## src/rtl/ppg_pkg.sv

```systemverilog
// Shared definitions for the PPG phase sequencer: FSM encoding, phase codes,
// data widths and the subtract-and-clamp helper.
package ppg_pkg;

    localparam int ADC_W = 8;
    localparam int CNT_W = 16;

    typedef enum logic [2:0] {
        S_IDLE,
        S_IR_SETTLE,
        S_IR_SAMPLE,
        S_RED_SETTLE,
        S_RED_SAMPLE,
        S_DARK_SETTLE,
        S_DARK_SAMPLE,
        S_FRAME_END
    } state_t;

    localparam logic [1:0] PHASE_IDLE = 2'd0;
    localparam logic [1:0] PHASE_IR   = 2'd1;
    localparam logic [1:0] PHASE_RED  = 2'd2;
    localparam logic [1:0] PHASE_DARK = 2'd3;

    // Phase code reported for a state; FRAME_END reports idle.
    function automatic logic [1:0] state_phase(input state_t s);
        case (s)
            S_IR_SETTLE, S_IR_SAMPLE:     return PHASE_IR;
            S_RED_SETTLE, S_RED_SAMPLE:   return PHASE_RED;
            S_DARK_SETTLE, S_DARK_SAMPLE: return PHASE_DARK;
            default:                      return PHASE_IDLE;
        endcase
    endfunction

    // Ambient subtraction that saturates at zero instead of wrapping.
    function automatic logic [ADC_W-1:0] sub_clamp(input logic [ADC_W-1:0] a,
                                                   input logic [ADC_W-1:0] b);
        return (a > b) ? (a - b) : '0;
    endfunction

endpackage

```

## src/rtl/ppg_avg_accum.sv

```systemverilog
// Per-phase sample accumulator. avg reflects the sum including the sample
// being added this cycle, so the top can latch a complete average on the
// same edge that ends the sampling burst.
module ppg_avg_accum
    import ppg_pkg::*;
#(
    parameter int AVG_LOG2 = 2
) (
    input  logic             CLK,
    input  logic             rst_n,
    input  logic             clear,
    input  logic             add_en,
    input  logic [ADC_W-1:0] ADC,
    output logic [ADC_W-1:0] avg
);

    localparam int ACC_W = ADC_W + AVG_LOG2;

    logic [ACC_W-1:0] acc;
    logic [ACC_W-1:0] sum_next;

    // 2**AVG_LOG2 samples of at most 255 always fit in ACC_W bits.
    assign sum_next = acc + (add_en ? ACC_W'(ADC) : '0);
    assign avg      = ADC_W'(sum_next >> AVG_LOG2);

    // Accumulate while sampling; cleared throughout the phase's settle state.
    // NOTE: the accumulator is a plain register, not a memory, so it takes
    // the async reset like every other flop here.
    always_ff @(posedge CLK or negedge rst_n) begin
        if (!rst_n) begin
            acc <= '0;
        end else if (clear) begin
            acc <= '0;
        end else if (add_en) begin
            acc <= sum_next;
        end
    end

endmodule

```

## src/rtl/ppg_phase_sequencer.sv

```systemverilog
// Pulse-oximeter LED sequencer: IR, RED and optional dark phase per frame,
// each a settle interval followed by an averaged ADC burst; publishes
// ambient-corrected averages with a one-cycle valid strobe.
module ppg_phase_sequencer
    import ppg_pkg::*;
#(
    parameter int SETTLE_CYC = 4,
    parameter int AVG_LOG2   = 2,
    parameter bit DARK_EN    = 1'b1,
    parameter int CLKF_DIV   = 2
) (
    input  logic             CLK,
    input  logic             rst_n,
    input  logic             enable,
    input  logic [ADC_W-1:0] ADC,
    output logic             LED_IR,
    output logic             LED_RED,
    output logic             CLK_Filter,
    output logic [1:0]       phase,
    output logic [ADC_W-1:0] IR_ADC_Value,
    output logic [ADC_W-1:0] RED_ADC_Value,
    output logic [ADC_W-1:0] DARK_ADC_Value,
    output logic             sample_valid
);

    localparam logic [CNT_W-1:0] SETTLE_LAST = CNT_W'(SETTLE_CYC - 1);
    localparam logic [CNT_W-1:0] SAMPLE_LAST = CNT_W'((1 << AVG_LOG2) - 1);
    localparam logic [CNT_W-1:0] CLKF_LAST   = CNT_W'(CLKF_DIV - 1);

    state_t           state, next_state;
    logic [CNT_W-1:0] cnt;
    logic [CNT_W-1:0] div_cnt;
    logic             is_settle;
    logic             last;
    logic [ADC_W-1:0] ir_avg, red_avg, dark_avg;

    assign is_settle = (state == S_IR_SETTLE) || (state == S_RED_SETTLE) ||
                       (state == S_DARK_SETTLE);
    assign last      = is_settle ? (cnt == SETTLE_LAST) : (cnt == SAMPLE_LAST);

    ppg_avg_accum #(.AVG_LOG2(AVG_LOG2)) u_ir_acc (
        .CLK(CLK), .rst_n(rst_n),
        .clear(state == S_IR_SETTLE), .add_en(state == S_IR_SAMPLE),
        .ADC(ADC), .avg(ir_avg)
    );

    ppg_avg_accum #(.AVG_LOG2(AVG_LOG2)) u_red_acc (
        .CLK(CLK), .rst_n(rst_n),
        .clear(state == S_RED_SETTLE), .add_en(state == S_RED_SAMPLE),
        .ADC(ADC), .avg(red_avg)
    );

    ppg_avg_accum #(.AVG_LOG2(AVG_LOG2)) u_dark_acc (
        .CLK(CLK), .rst_n(rst_n),
        .clear(state == S_DARK_SETTLE), .add_en(state == S_DARK_SAMPLE),
        .ADC(ADC), .avg(dark_avg)
    );

    // State register.
    // NOTE: sequential blocks use non-blocking assignments so every flop
    // samples pre-edge values regardless of statement order.
    always_ff @(posedge CLK or negedge rst_n) begin
        if (!rst_n) state <= S_IDLE;
        else        state <= next_state;
    end

    // Next-state decode: walk the frame, advancing when the interval ends.
    // NOTE: next_state is defaulted first so no path leaves it unassigned,
    // which would otherwise infer a latch.
    always_comb begin
        next_state = state;
        case (state)
            S_IDLE:        if (enable) next_state = S_IR_SETTLE;
            S_IR_SETTLE:   if (last) next_state = S_IR_SAMPLE;
            S_IR_SAMPLE:   if (last) next_state = S_RED_SETTLE;
            S_RED_SETTLE:  if (last) next_state = S_RED_SAMPLE;
            S_RED_SAMPLE:  if (last) next_state = DARK_EN ? S_DARK_SETTLE : S_FRAME_END;
            S_DARK_SETTLE: if (last) next_state = S_DARK_SAMPLE;
            S_DARK_SAMPLE: if (last) next_state = S_FRAME_END;
            S_FRAME_END:   next_state = enable ? S_IR_SETTLE : S_IDLE;
            default:       next_state = S_IDLE;
        endcase
    end

    // Cycle counter within a settle/sample interval; restarts on every state change.
    always_ff @(posedge CLK or negedge rst_n) begin
        if (!rst_n) begin
            cnt <= '0;
        end else if ((next_state != state) || (state == S_IDLE) || (state == S_FRAME_END)) begin
            cnt <= '0;
        end else begin
            cnt <= cnt + CNT_W'(1);
        end
    end

    // Registered LEDs/phase follow the state being entered; results latch on FRAME_END entry.
    always_ff @(posedge CLK or negedge rst_n) begin
        if (!rst_n) begin
            LED_IR         <= 1'b0;
            LED_RED        <= 1'b0;
            phase          <= PHASE_IDLE;
            sample_valid   <= 1'b0;
            IR_ADC_Value   <= '0;
            RED_ADC_Value  <= '0;
            DARK_ADC_Value <= '0;
        end else begin
            LED_IR       <= next_state inside {S_IR_SETTLE, S_IR_SAMPLE};
            LED_RED      <= next_state inside {S_RED_SETTLE, S_RED_SAMPLE};
            phase        <= state_phase(next_state);
            sample_valid <= (next_state == S_FRAME_END);
            if (next_state == S_FRAME_END) begin
                IR_ADC_Value   <= DARK_EN ? sub_clamp(ir_avg, dark_avg) : ir_avg;
                RED_ADC_Value  <= DARK_EN ? sub_clamp(red_avg, dark_avg) : red_avg;
                DARK_ADC_Value <= DARK_EN ? dark_avg : '0;
            end
        end
    end

    // Free-running filter clock: toggle every CLKF_DIV cycles.
    always_ff @(posedge CLK or negedge rst_n) begin
        if (!rst_n) begin
            div_cnt    <= '0;
            CLK_Filter <= 1'b0;
        end else if (div_cnt == CLKF_LAST) begin
            div_cnt    <= '0;
            CLK_Filter <= ~CLK_Filter;
        end else begin
            div_cnt <= div_cnt + CNT_W'(1);
        end
    end

endmodule
```

## config.mk

```make
export PLATFORM = sky130hd
export DESIGN_NAME = ppg_phase_sequencer
export DESIGN_NICKNAME = d
export VERILOG_FILES = /design/src/rtl/ppg_pkg.sv /design/src/rtl/ppg_avg_accum.sv /design/src/rtl/ppg_phase_sequencer.sv
export SDC_FILE = /design/constraint.sdc
export NUM_CORES = 1
export LEC_CHECK = 0
export ABC_AREA = 0
export BUFFER_PORTS_ARGS = -buffer_cell sky130_fd_sc_hd__buf_2
export CELL_PAD_IN_SITES_DETAIL_PLACEMENT = 1
export CELL_PAD_IN_SITES_GLOBAL_PLACEMENT = 2
export CORE_ASPECT_RATIO = 1.1
export CORE_UTILIZATION = 30
export DETAILED_ROUTE_END_ITERATION = 10
export PLACE_DENSITY_LB_ADDON = 0.08
export SYNTH_ARGS = -nofsm -noshare
export SYNTH_HDL_FRONTEND = slang
export SYNTH_SLANG_ARGS = --single-unit
```

## constraint.sdc

```tcl
create_clock -name CLK -period 4.65 [get_ports CLK]
set_clock_uncertainty 0.1 [all_clocks]
set_input_delay 0.93 -clock CLK [delete_from_list [all_inputs] [get_ports CLK]]
set_output_delay 0.93 -clock CLK [all_outputs]
set_load 0.05 [all_outputs]
```

## Word-level counts from Yosys, hierarchy flattened

Index checks and enable logic that the tools add are counted.

| storage, ports and cells | value |
|---|---|
| flip-flop bits (word level) | 95 |
| input bits | 11 |
| output and inout port bits | 30 |
| word-level logic and storage cells | 75 |

| cells by class | value |
|---|---|
| add/subtract/negate cells | 7 |
| order comparisons | 2 |
| equal/unequal tests | 17 |
| multiplexer cells | 23 |
| bitwise gates (word level) | 1 |
| reduce and logical (&&, ||, !) cells | 11 |

Operators with widths:

| cell | count |
|---|---|
| $mux 10 | 6 |
| $mux 8 | 5 |
| $add 16x1->16 const B | 2 |
| $mux 16 | 2 |
| $add 10x10->10 | 3 |
| $eq 3x3->1 const B | 8 |
| $pmux 3 s8 | 1 |
| $mux 3 | 7 |
| $eq 16x1->1 const B | 1 |
| $eq 16x2->1 const B | 1 |
| $gt 8x8->1 | 2 |
| $sub 8x8->8 | 2 |
| $eq 3x2->1 const B | 4 |
| $reduce_bool 2->1 | 5 |
| $eq 3x1->1 const B | 2 |
| $pmux 2 s3 | 1 |
| $reduce_or 2->1 | 3 |
| $logic_not 3->1 | 1 |
| $ne 3x3->1 | 1 |
| $logic_or 1x1->1 | 2 |
| $mux 1 | 1 |
| $not 1->1 | 1 |

## Logic depth before layout (Yosys ltp)

Gate-level depths: netlist (run 1).

| depth | value |
|---|---|
| depth in word-level cells | 7 |
| depth in mapped cells | 20 |
| gate-level depth less buffers | 18 |

## Cells and area by module

From an unflattened synthesis (run 1), not the netlist that was laid out.

| unflattened totals | value |
|---|---|
| cell total of the unflattened synthesis | 708 |
| area, all modules | 6,582.6 um^2 |

Modules (own cells, without submodules):

| module | times used | cells an instance | area each (um^2) | seq. area each (um^2) |
|---|---|---|---|---|
| ppg_phase_sequencer | 1 | 348 | 3,550.9 | 1,626.6 |
| ppg_avg_accum (u_dark_acc ...) | 2 | 120 | 998.5 | 250.2 |
| ppg_avg_accum (u_ir_acc) | 1 | 120 | 1,034.7 | 250.2 |

## Worst setup path after synthesis (run 1)

Ideal clock, no wire load.

| timing path | value |
|---|---|
| path type | input -> register |
| start | input ADC[0] |
| end | register IR_ADC_Value[1] |
| library setup time | 126 ps |
| arrival | 4,270 ps |
| data required time | 4,424 ps |
| path slack | 154 ps |
| stages | 17 |
| buffers on the path | 0 |
| cell sequence | and3_1 ha_1 fa_1 a21o_1 a21oi_1 o21bai_1 a2111oi_0 nor2_1 xor2_1 ha_1 or3_1 o21ai_0 a21oi_1 a31oi_1 and3_1 maj3_2 o21ai_1 |

| on the way | value |
|---|---|
| longest elaborated chain between the ends | 4 |
| elaborated cells between the ends (all ways) | 7 |
| classes of those cells | add/sub: 3; order compare: 1; mux: 3 |

RTL lines:

| element | RTL line | text |
|---|---|---|
| start, declared | ppg_phase_sequencer.sv:15 | `input logic [ADC_W-1:0] ADC,` |
| $mux 8 | ppg_avg_accum.sv:23 | `assign sum_next = acc + (add_en ? ACC_W'(ADC) : '0);` |
| $add 10x10->10 | ppg_avg_accum.sv:23 |  |
| $sub 8x8->8 or $gt 8x8->1 (tied branches) | ppg_pkg.sv:37 | `return (a > b) ? (a - b) : '0;` |
| $mux 8 * | ppg_pkg.sv:37 |  |
| end signal, assigned | ppg_phase_sequencer.sv:112 | `IR_ADC_Value <= DARK_EN ? sub_clamp(ir_avg, dark_avg) : ir_avg;` |
| end, declared | ppg_phase_sequencer.sv:20 | `output logic [ADC_W-1:0] IR_ADC_Value,` |

Mark *: on every way between the ends. The rest lies on a longest branch, timed or not.
A chain may end at the register's enable or synchronous reset.

## Worst setup path after layout (run 1)

| timing path | value |
|---|---|
| start | input ADC[0] |
| end | register IR_ADC_Value[5] |

The elaborated chain is that of the path after synthesis.

==> results of run 1 <==
[critical path: stages]
cell and delay [ps]:
buf_2 110, and3_1 160, ha_1 200, fa_1 400, a21o_1 190, a21oi_2 150, o21bai_1 110, a2111oi_2 320
buf_4 170, nor2_1 50, xor2_1 150, ha_1 310, o21ai_0 110, nand2_1 150, a31oi_1 90, and3_1 220
maj3_2 400, o31ai_2 240
[cells by family after synthesis]
family                     after synthesis
and+or+nand+nor                        252
AOI/OAI and AO/OA                      181
DFF                                     95
xor gates and xnor gates                54
buffers and inverters                   53
adders and majority gates               52
muxes                                    6
[cells in the mapped netlist (4+ instances only)]
master,count
a211oi_1,8
a21o_1,12
a21oi_1,37
a22o_1,4
a22oi_1,12
a31oi_1,5
and3_1,35
clkbuf_1,26
dfrtp_1,95
fa_1,5
ha_1,43
inv_1,22
mux2i_1,5
nand2_1,71
nand2b_1,5
nand3_1,16
nand4_1,7
nor2_1,57
nor2b_1,6
nor3_1,25
nor4_1,5
o211ai_1,4
o21a_1,6
o21ai_0,51
o21bai_1,5
o31ai_2,7
or3_1,11
xnor2_1,33
xor2_1,20
[power by group]
part | internal, mW | total (mW) | leakage (nW) | switching [mW]
clock | 0.366 | 0.721 | 0.129 | 0.355
sequential | 0.991 | 1.12 | 1.27 | 0.132
combinational | 0.682 | 2.01 | 2.08 | 1.33
[layout make-up]
type                            count  area (um^2)  share of cell area
Multi-Input combinational cell    545         3720               0.513
Timing Repair Buffer               76          473              0.0652
Tap cell                          256          320              0.0442
Sequential cell                    95         2380               0.328
Clock buffer                       10          229              0.0316
Inverter                           22         82.6              0.0114
Clock inverter                      6         46.3             0.00638
[per-layer routing]
layer  GRT usage  share of wire
met1       0.220           0.44
met2       0.350           0.53
met3      0.0193          0.011
met4      0.0712          0.021
met5           0              0
[per-stage QoR]
stage / TNS, ps / instance area, um^2 / setup WS [ps]
5_1_grt: 0 / 7250 / 37.8
6_report: 0 / 7250 / 339
2_1_floorplan: 0 / 6280 / 154
4_1_cts: 0 / 7230 / 134
3_5_place_dp: -1710 / 6950 / -231
3_3_place_gp: -1180 / 6950 / -177
[final timing paths]
| kind | startpoint | end | cells past startpoint | slack [ps] |
|---|---|---|---|---|
| max | ADC[0] | IR_ADC_Value[5]$_DFFE_PN0P_ | 18 | 340 |
| min | CLK_Filter$_DFFE_PN0N_ | CLK_Filter$_DFFE_PN0N_ | 1 | 360 |
| max reg2reg | state[2]$_DFF_PN0_ | IR_ADC_Value[5]$_DFFE_PN0P_ | 18 | 370 |
| min reg2reg | CLK_Filter$_DFFE_PN0N_ | CLK_Filter$_DFFE_PN0N_ | 1 | 360 |
| max in group asynchronous | rst_n | DARK_ADC_Value[2]$_DFFE_PN0P_ | 2 | 3220 |
| min in group asynchronous | rst_n | cnt[4]$_DFF_PN0_ | 1 | 410 |
[sequential cells by signal, summed over array words and instances, names as in the netlist]
| signal | flops |
|---|---|
| sample_valid | 1 |
| LED_RED | 1 |
| state | 3 |
| phase | 2 |
| CLK_Filter | 1 |
| LED_IR | 1 |
| IR_ADC_Value | 8 |
| u_ir_acc.acc | 10 |
| u_red_acc.acc | 10 |
| DARK_ADC_Value | 8 |
| u_dark_acc.acc | 10 |
| cnt | 16 |
| div_cnt | 16 |
| RED_ADC_Value | 8 |
==> summary.md, run 1 <==
| Metric | Value |
|---|---|
| Run status | completed |
| WP data required | 4820 ps |
| Antenna viol nets, final | 0 |
| Ratio of cells with drive above 1 in the final layout | 0.153 |
| Mapped cell area | 6280 um^2 |
| Number of global-route vias before repair | 5767 |
| Sequential element share of the synthesized area | 0.378 |
| Critical Path Fanout Max | 7 |
| Core area | between 20000 and 25000 um^2 |
| Vias post-DR | 5341 |
| Die footprint | 21500 um^2 |
| Residual DRC | 0 |
| DRT Pass-1 Iters | 4 |
| Slew margin rel. | 0.446 |
| GPL Wtd Cong | 0.821 |
| Antenna cells | 0 |
| Final min period | 4310 ps |
| Post-Synth Adder-Cell Area | 0.108 |
| Final hold viol count | 0 |
| Layout area overhead | 15.4% |
| Gr ovfl total | 0 |
| Syn Inst Count | roughly 700 |
| Clock Tree Root | clkbuf_16 |
| Hold slack | 364 ps |
| Static leakage | about 3.5 nW |
| Synth Register Bits | 95 |
| Sink Count | 95 |
| Max Cap Viol | 0 |
| Startpoint types | input port |
| Setup Crit Path Kind | in2reg |
| Post-synthesis mux area share | 0.00976 |
| Post-Synth XOR/XNOR Area | 0.0774 |
| Crit path capture type | flip-flop |
| Most common cell after layout, fill and taps aside | dfrtp_1 |
| Hold Crit Class | reg2reg |
| Die W | 140 um |
| DR iter-0 viols | 154 |
| Post-CTS Resized | 0 |
| Post-Layout Cell Count | 1010 |
| Fill count | 2391 |
| Power Total | 3.86 mW |
| Power density over the cells | 532 nW/um^2 |
| Postcts setup bufs | 0 |
| DR vias/cell | ~5.3 |
| Top FF cell, synth | dfrtp_1 |
| Tot GR Track Use | 0.188 |
| DR WL/cell | 18.6 um |
| Main combinational cell family by area after synthesis | compound AO/OA/AOI/OAI gates |
| Synth area leader | dfrtp_1 |
| Initial Util | 0.305 |
| Commonest non-fill, non-tap cells in the layout | dfrtp_1 (94), nand2_1 (71), nor2_1 (57) |
| Synth Area in Compound Gates | 0.198 |
| Final period util | 0.927 |
| Max Freq | 0.232 GHz |
| Yosys Warn Count | 0 |
| Die H | 154 um |
| Reg clk slew, reported paths | 70 ps |
| # port buffers | 40 |
| Initial antenna violation count | 0 |
| Cells after DPL | 994 |
| Peak VDD IR | 0.251 mV |
| I/O pins | 41 |
| First-pass GRT wire length | 31300 um |
| CTS buffer count | 9 |
| Hpwl dp | 14500 um |
| Mean Syn Cell Area | 9.07 um^2 |
| Syn nets | 752 |
| Number of enable flip-flop cells after synthesis | 0 |
| Synth cell types | 64 |
| RSZ-0062 raised after global routing | no |
| Yosys top cell area share | 0.378 |
| Clock latency on the worst-skew pair | ~360 ps |
| Hold buffers post-CTS | 0 |
| Arrival @ worst endpoint | 4480 ps |
| Site Rows | between 50 and 60 |
| CTS Buffer Depth | 2 |
| Nets@finish | approximately 810 |
| Endpoints failing setup | 0 |
| Max-slew violation count | 0 |
| Largest net degree at the start of global routing | 38 |
| H-tree levels | 3 |
| Post-synth ARST share | 1.00 |
| Synth Area in Simple Gates | 0.195 |
| Worst Tran Pin Value | 830 ps |
| Area contributors post-synth | dfrtp_1 (38%), ha_1 (8.6%), xnor2_1 (4.6%) |
| Final core utilization | 0.352 |
| WL final | 18800 um |
| TritonCTS clock tree | done |
(Power assumes the default switching activity.)
==> run 2: changes to the inputs <==
--- a/config.mk
+++ b/config.mk
@@ -12,6 +12,8 @@
 export CORE_ASPECT_RATIO = 1.1
 export CORE_UTILIZATION = 30
 export DETAILED_ROUTE_END_ITERATION = 10
+export GPL_TIMING_DRIVEN = 0
+export HOLD_SLACK_MARGIN = 0.05
 export PLACE_DENSITY_LB_ADDON = 0.08
 export SYNTH_ARGS = -nofsm -noshare
 export SYNTH_HDL_FRONTEND = slang
==> summary.md, run 2 (same netlist as run 1, synthesis figures left out) <==
| Metric | Value |
|---|---|
| Nets@finish | 810 (was 808) |
| Wl on met1 | 8410 um (was 8170 um) |
| GPL Wtd Cong | 0.827 (was 0.821) |
| Die H | 154 um (unchanged) |
| Die footprint | 21500 um^2 (unchanged) |
| Max Cap Viol | 0 (unchanged) |
| Area of the multi-input gates | 3830 um^2 (was 3720 um^2) |
| Final hold viol count | 0 (unchanged) |
| Flop-to-flop setup slack | 210 ps (was 370 ps) |
| Max Freq | 0.225 GHz (was 0.232 GHz) |
| Site Rows | 55 (unchanged) |
| Post-place setup slack | -1140 ps (was -231 ps) |
| Worst reg2reg path depth | 19 (was 18) |
| WL final | 19800 um (was 18800 um) |
| Number of global-route vias before repair | 5833 (was 5767) |
| Residual DRC | 0 (unchanged) |
| DR iter-0 viols | 238 (was 154) |
| DRT Pass-1 Iters | 4 (unchanged) |
| Sequential cell area | 2380 um^2 (about the same) |
| Critical Path Fanout Max | 10 (was 7) |
| Power density over the cells | 543 nW/um^2 (was 532 nW/um^2) |
| Antenna cells | 0 (unchanged) |
| Worst Tran Pin Value | 829 ps (was 830 ps) |
| Clock latency on the worst-skew pair | 350 ps (was 360 ps) |
| Top routing layer in use | met4 (unchanged) |
| Setup crit end | IR_ADC_Value[4]$_DFFE_PN0P_ (was IR_ADC_Value[5]$_DFFE_PN0P_) |
| Final min period | 4440 ps (was 4310 ps) |
| Crit path capture type | flip-flop (unchanged) |
| DR WL/cell | 19.6 um (was 18.6 um) |
| Hold slack | 366 ps (was 364 ps) |
| Initial Util | 0.305 (unchanged) |
| Ratio of cells with drive above 1 in the final layout | 0.155 (was 0.153) |
| Hold Crit Class | reg2reg (unchanged) |
| CTS Buffer Depth | 2 (unchanged) |
| Most common cell after layout, fill and taps aside | dfrtp_1 (unchanged) |
| Gr ovfl total | 0 (unchanged) |
| Reg clk slew, reported paths | 70 ps (about the same) |
| Run status | completed (unchanged) |
| Post-Layout Cell Count | 1010 (unchanged) |
| Reg2reg start | state[2]$_DFF_PN0_ (unchanged) |
| WP data required | 4820 ps (about the same) |
| Vias post-DR | 5445 (was 5341) |
| Final core utilization | 0.357 (was 0.352) |
| H-tree levels | 3 (unchanged) |
| Core area | 20600 um^2 (unchanged) |
| Peak VDD IR | 0.216 mV (was 0.251 mV) |
| Antenna viol nets, final | 0 (unchanged) |
| # port buffers | 40 (unchanged) |
| Largest net degree at the start of global routing | 52 (was 38) |
| Final period util | 0.954 (was 0.927) |
| WL met3 | 516 um (was 198 um) |
| DR vias/cell | 5.39 (was 5.29) |
| FF-to-FF End | IR_ADC_Value[4]$_DFFE_PN0P_ (was IR_ADC_Value[5]$_DFFE_PN0P_) |
| Largest regs | cnt (16), div_cnt (16) (unchanged) |
| Max-slew violation count | 0 (unchanged) |
| Commonest non-fill, non-tap cells in the layout | dfrtp_1 (92), nand2_1 (71), nor2_1 (54) (was dfrtp_1 (94), nand2_1 (71), nor2_1 (57)) |
| I/O pins | 41 (unchanged) |
| Cells after DPL | 990 (was 994) |
| Power Total | 3.99 mW (was 3.86 mW) |
| Tot GR Track Use | 0.193 (was 0.188) |
| Setup Crit Path Kind | reg2reg (was in2reg) |
| Clock Tree Root | clkbuf_16 (unchanged) |
| CTS buffer count | 9 (unchanged) |
| Initial antenna violation count | 0 (unchanged) |
| Die W | 140 um (unchanged) |
| Sink Count | 95 (unchanged) |
| Static leakage | 3.46 nW (was 3.47 nW) |
| First-pass GRT wire length | 31900 um (was 31300 um) |
| Met2 WL | 10000 um (about the same) |
| Final setup margin | 213 ps (was 339 ps) |
| Arrival @ worst endpoint | 4610 ps (was 4480 ps) |
| Hpwl dp | 14800 um (was 14500 um) |
| Startpoint types | flip-flop (was input port) |
| Endpoints failing setup | 0 (unchanged) |
| TritonCTS clock tree | done (unchanged) |
| Slew margin rel. | 0.446 (about the same) |
| Hold buffers post-CTS | 0 (unchanged) |
| Layout area overhead | 16.9% (was 15.4%) |
| Worst setup path start | state[2]$_DFF_PN0_ (was ADC[0]) |
| Fill count | 2378 (was 2391) |
-- run 2: what timing repair did --
action	CTS	global route
endpoints found under the setup margin	16	16
buffers inserted	7	3
gates resized for setup	28	19
pin swaps	7	4
-- run 2: final cells by class --
| cell class | count | share of cell area |
|---|---|---|
| Multi-Input combinational cell | 545 | 0.522 |
| Sequential cell | 95 | 0.324 |
| Tap cell | 256 | 0.0436 |
| Timing Repair Buffer | 51 | 0.0416 |
| Clock buffer | 11 | 0.0344 |
| Buffer | 27 | 0.0175 |
| Inverter | 22 | 0.0112 |
| Clock inverter | 3 | 0.00596 |
-- run 2: how the worst min path moves through the flow --
stage / endpoint / from / slack (ps) / cells after the start
6_report: CLK_Filter$_DFFE_PN0N_ / CLK_Filter$_DFFE_PN0N_ / 370 / 1
5_1_grt: CLK_Filter$_DFFE_PN0N_ / CLK_Filter$_DFFE_PN0N_ / 390 / 1
4_1_cts: CLK_Filter$_DFFE_PN0N_ / CLK_Filter$_DFFE_PN0N_ / 370 / 1
3_5_place_dp: CLK_Filter$_DFFE_PN0N_ / CLK_Filter$_DFFE_PN0N_ / 350 / 1
3_3_place_gp: CLK_Filter$_DFFE_PN0N_ / CLK_Filter$_DFFE_PN0N_ / 350 / 1
2_1_floorplan: div_cnt[15]$_DFF_PN0_ / div_cnt[15]$_DFF_PN0_ / 340 / 1
-- run 2: report_power, final --
part	internal, mW	total (mW)	switching (mW)
Combinational	0.675	2.08	1.40
Sequential	0.993	1.12	0.130
Clock	0.442	0.789	0.347
-- run 2: worst max-delay path, stage by stage (launching register included) --
cell and delay (ps):
dfrtp_2 430, nor2b_2 170, clkbuf_4 190, and3_1 190, ha_1 220, fa_2 390, a21o_1 180, a21oi_2 200
o21bai_1 100, a21oi_2 230, o21ai_1 140, xnor2_2 250, ha_1 310, nand2_1 100, o21ai_0 90, a21oi_1 140
a31oi_1 70, and3_4 210, maj3_4 400, o31ai_2 230
-- run 2: metal layers --
metal,track usage,up-vias
met2,0.345,77
met5,0,-
met3,0.0268,42
met4,0.107,0
li1,-,2595
met1,0.221,2731
-- run 2: per-stage QoR --
step	TNS, ps	area, um^2
2_1_floorplan	0	6280
3_3_place_gp	-13730	6810
3_5_place_dp	-14700	6840
4_1_cts	0	7270
5_1_grt	-5.57	7350
6_report	0	7350
==> run 3: changes to the inputs <==
--- a/config.mk
+++ b/config.mk
@@ -10,7 +10,7 @@
 export CELL_PAD_IN_SITES_DETAIL_PLACEMENT = 1
 export CELL_PAD_IN_SITES_GLOBAL_PLACEMENT = 2
 export CORE_ASPECT_RATIO = 1.1
-export CORE_UTILIZATION = 30
+export CORE_UTILIZATION = 35
 export DETAILED_ROUTE_END_ITERATION = 10
 export GPL_TIMING_DRIVEN = 0
 export HOLD_SLACK_MARGIN = 0.05
==> summary.md, run 3 (same netlist as run 1, synthesis figures left out) <==
| Metric | Value |
|---|---|
| Run status | completed (unchanged) |
| Antenna cells | 0 (unchanged) |
| Worst Tran Pin Value | 849 ps (was 829 ps) |
| Nets@finish | 814 (was 810) |
| Endpoints failing setup | 0 (unchanged) |
| Max Cap Viol | 0 (unchanged) |
| Final min period | 4450 ps (was 4440 ps) |
| Reg clk slew, reported paths | 70 ps (about the same) |
| Hold Crit Class | reg2reg (unchanged) |
| Startpoint types | flip-flop (unchanged) |
| Gr ovfl total | 0 (unchanged) |
| Final hold viol count | 0 (unchanged) |
| Initial Util | 0.357 (was 0.305) |
| Antenna viol nets, final | 0 (unchanged) |
| Die H | 143 um (was 154 um) |
| Hpwl dp | 14200 um (was 14800 um) |
| Critical path cell sequence | nor2b_2 > buf_2 > and3_1 > ha_1 > fa_2 > a21o_1 > a21oi_2 > o21bai_1 > a21oi_2 > o21ai_1 > xnor2_2 > ha_1 > nand2_1 > o21ai_0 > a21oi_1 > a31oi_1 > and3_4 > maj3_4 > o31ai_2 (was nor2b_2 > clkbuf_4 > and3_1 > ha_1 > fa_2 > a21o_1 > a21oi_2 > o21bai_1 > a21oi_2 > o21ai_1 > xnor2_2 > ha_1 > nand2_1 > o21ai_0 > a21oi_1 > a31oi_1 > and3_4 > maj3_4 > o31ai_2) |
| DR vias/cell | 5.40 (was 5.39) |
| DR WL/cell | 19.0 um (was 19.6 um) |
| Site Rows | 51 (was 55) |
| Largest regs | cnt (16), div_cnt (16) (unchanged) |
| Tot GR Track Use | 0.222 (was 0.193) |
| Setup Crit Path Kind | reg2reg (unchanged) |
| CP peak stage delay | 460 ps (was 430 ps) |
| Peak VDD IR | 0.268 mV (was 0.216 mV) |
| Static leakage | 3.50 nW (was 3.46 nW) |
| DR iter-0 viols | 261 (was 238) |
| Most common cell after layout, fill and taps aside | dfrtp_1 (unchanged) |
| Cells after DPL | 972 (was 990) |
| Switching Fraction | 0.456 (was 0.471) |
| Pint | 2.23 mW (was 2.11 mW) |
| Slew margin rel. | 0.433 (was 0.446) |
| DRT Pass-1 Iters | 4 (unchanged) |
| Number of global-route vias before repair | 5731 (was 5833) |
| Max-slew violation count | 0 (unchanged) |
| WP data required | 4810 ps (was 4820 ps) |
| Final period util | 0.957 (was 0.954) |
| Core area | 17600 um^2 (was 20600 um^2) |
| Residual DRC | 0 (unchanged) |
| Ratio of cells with drive above 1 in the final layout | 0.157 (was 0.155) |
| Max Freq | 0.225 GHz (about the same) |
| Crit path capture type | flip-flop (unchanged) |
| Arrival @ worst endpoint | 4610 ps (about the same) |
| Clock Tree Root | clkbuf_16 (unchanged) |
| Power density over the cells | 552 nW/um^2 (was 543 nW/um^2) |
| Largest net degree at the start of global routing | 51 (was 52) |
| Layout area overhead | 18.1% (was 16.9%) |
| Clock power frac | 0.214 (was 0.198) |
| Fill count | 2084 (was 2378) |
| Critical Path Fanout Max | 10 (unchanged) |
| Die footprint | 18500 um^2 (was 21500 um^2) |
| Reg power frac | 0.276 (was 0.282) |
| H-tree levels | 3 (unchanged) |
| Comb power frac | 0.509 (was 0.521) |
| CTS buffer count | 9 (unchanged) |
| Die W | 130 um (was 140 um) |
| Psw | 1.87 mW (was 1.88 mW) |
| WL final | 19000 um (was 19800 um) |
| Total Negative Setup Slacks | 0 ps (unchanged) |
| TritonCTS clock tree | done (unchanged) |
| Initial antenna violation count | 0 (unchanged) |
| Sink Count | 95 (unchanged) |
| Post-Layout Cell Count | 998 (was 1010) |
| First-pass GRT wire length | 31000 um (was 31900 um) |
| I/O pins | 41 (unchanged) |
| Commonest non-fill, non-tap cells in the layout | dfrtp_1 (92), nand2_1 (71), nor2_1 (54) (unchanged) |
| Vias post-DR | 5393 (was 5445) |
| Clock latency on the worst-skew pair | 350 ps (about the same) |
| Slowest cell on crit path | dfrtp_2 (unchanged) |
| CTS Buffer Depth | 2 (unchanged) |
| GPL Wtd Cong | 0.808 (was 0.827) |
| # port buffers | 40 (unchanged) |
run 3: final timing paths:
check	endpoint	startpoint	depth (start not counted)	slack (ps)
max in group asynchronous	sample_valid$_DFF_PN0_	rst_n	2	3260
max	IR_ADC_Value[2]$_DFFE_PN0P_	state[2]$_DFF_PN0_	19	200
min	CLK_Filter$_DFFE_PN0N_	CLK_Filter$_DFFE_PN0N_	1	370
min reg2reg	CLK_Filter$_DFFE_PN0N_	CLK_Filter$_DFFE_PN0N_	1	370
max reg2reg	IR_ADC_Value[2]$_DFFE_PN0P_	state[2]$_DFF_PN0_	19	200
min in group asynchronous	cnt[8]$_DFF_PN0_	rst_n	1	490
run 3: final cells by class:
cell class / instances / area [um^2] / area share
buffer: 28 / 130 / 0.0175
clock buffer: 13 / 250 / 0.0337
clock inverter: 3 / 90.1 / 0.0121
inverter: 22 / 82.6 / 0.0111
multi-input combinational: 545 / 3860 / 0.521
sequential: 95 / 2380 / 0.321
tap: 238 / 298 / 0.0401
timing repair buffer: 54 / 325 / 0.0438
run 3: power by group through the flow:
stage	clock network, mW	logic, mW	registers (mW)
2_1_floorplan	0	1.14	1.39
3_3_place_gp	0	1.94	1.11
3_5_place_dp	0	2.00	1.12
4_1_cts	0.899	2.01	1.14
5_1_grt	0.932	2.29	1.15
6_report	0.877	2.08	1.13
run 3: stage by stage:
step	instance area, um^2	worst slack, ps	hold WS [ps]	power, mW	util
final	7420	199	365	4.09	0.421
after global routing	7420	-10.3	395	4.38	0.421
after CTS	7270	6.63	367	4.05	0.413
after detailed placement	6810	-1010	357	3.12	0.387
after global placement	6780	-960	353	3.05	0.385
after floorplan	6280	154	343	2.52	-
run 3: timing repair:
action | 4_1_cts | 5_1_grt
hold buffers | 0 | 0
setup endpoints to repair | 16 | 16
buffers inserted | 4 | 9
pin swaps | 5 | 6
gates resized for setup | 23 | 27
run 3: critical path: cells and delay by family, from the launching register on:
kind | cells | cell delay [ps]
adder cells (fa/ha/maj) | 4 | 1370
AO/OA/AOI/OAI | 9 | 1350
AND/OR/NAND/NOR | 4 | 700
flip-flops | 1 | 460
buffers and inverters | 1 | 180
XOR/XNOR | 1 | 180
run 3: per-layer routing:
layer / up-vias / wire length [um] / GRT usage
li1: 2612 / - / -
met2: 39 / 9780 / 0.386
met4: 0 / 459 / 0.0753
met5: - / 0 / 0
met3: 24 / 305 / 0.0323
met1: 2718 / 8430 / 0.279
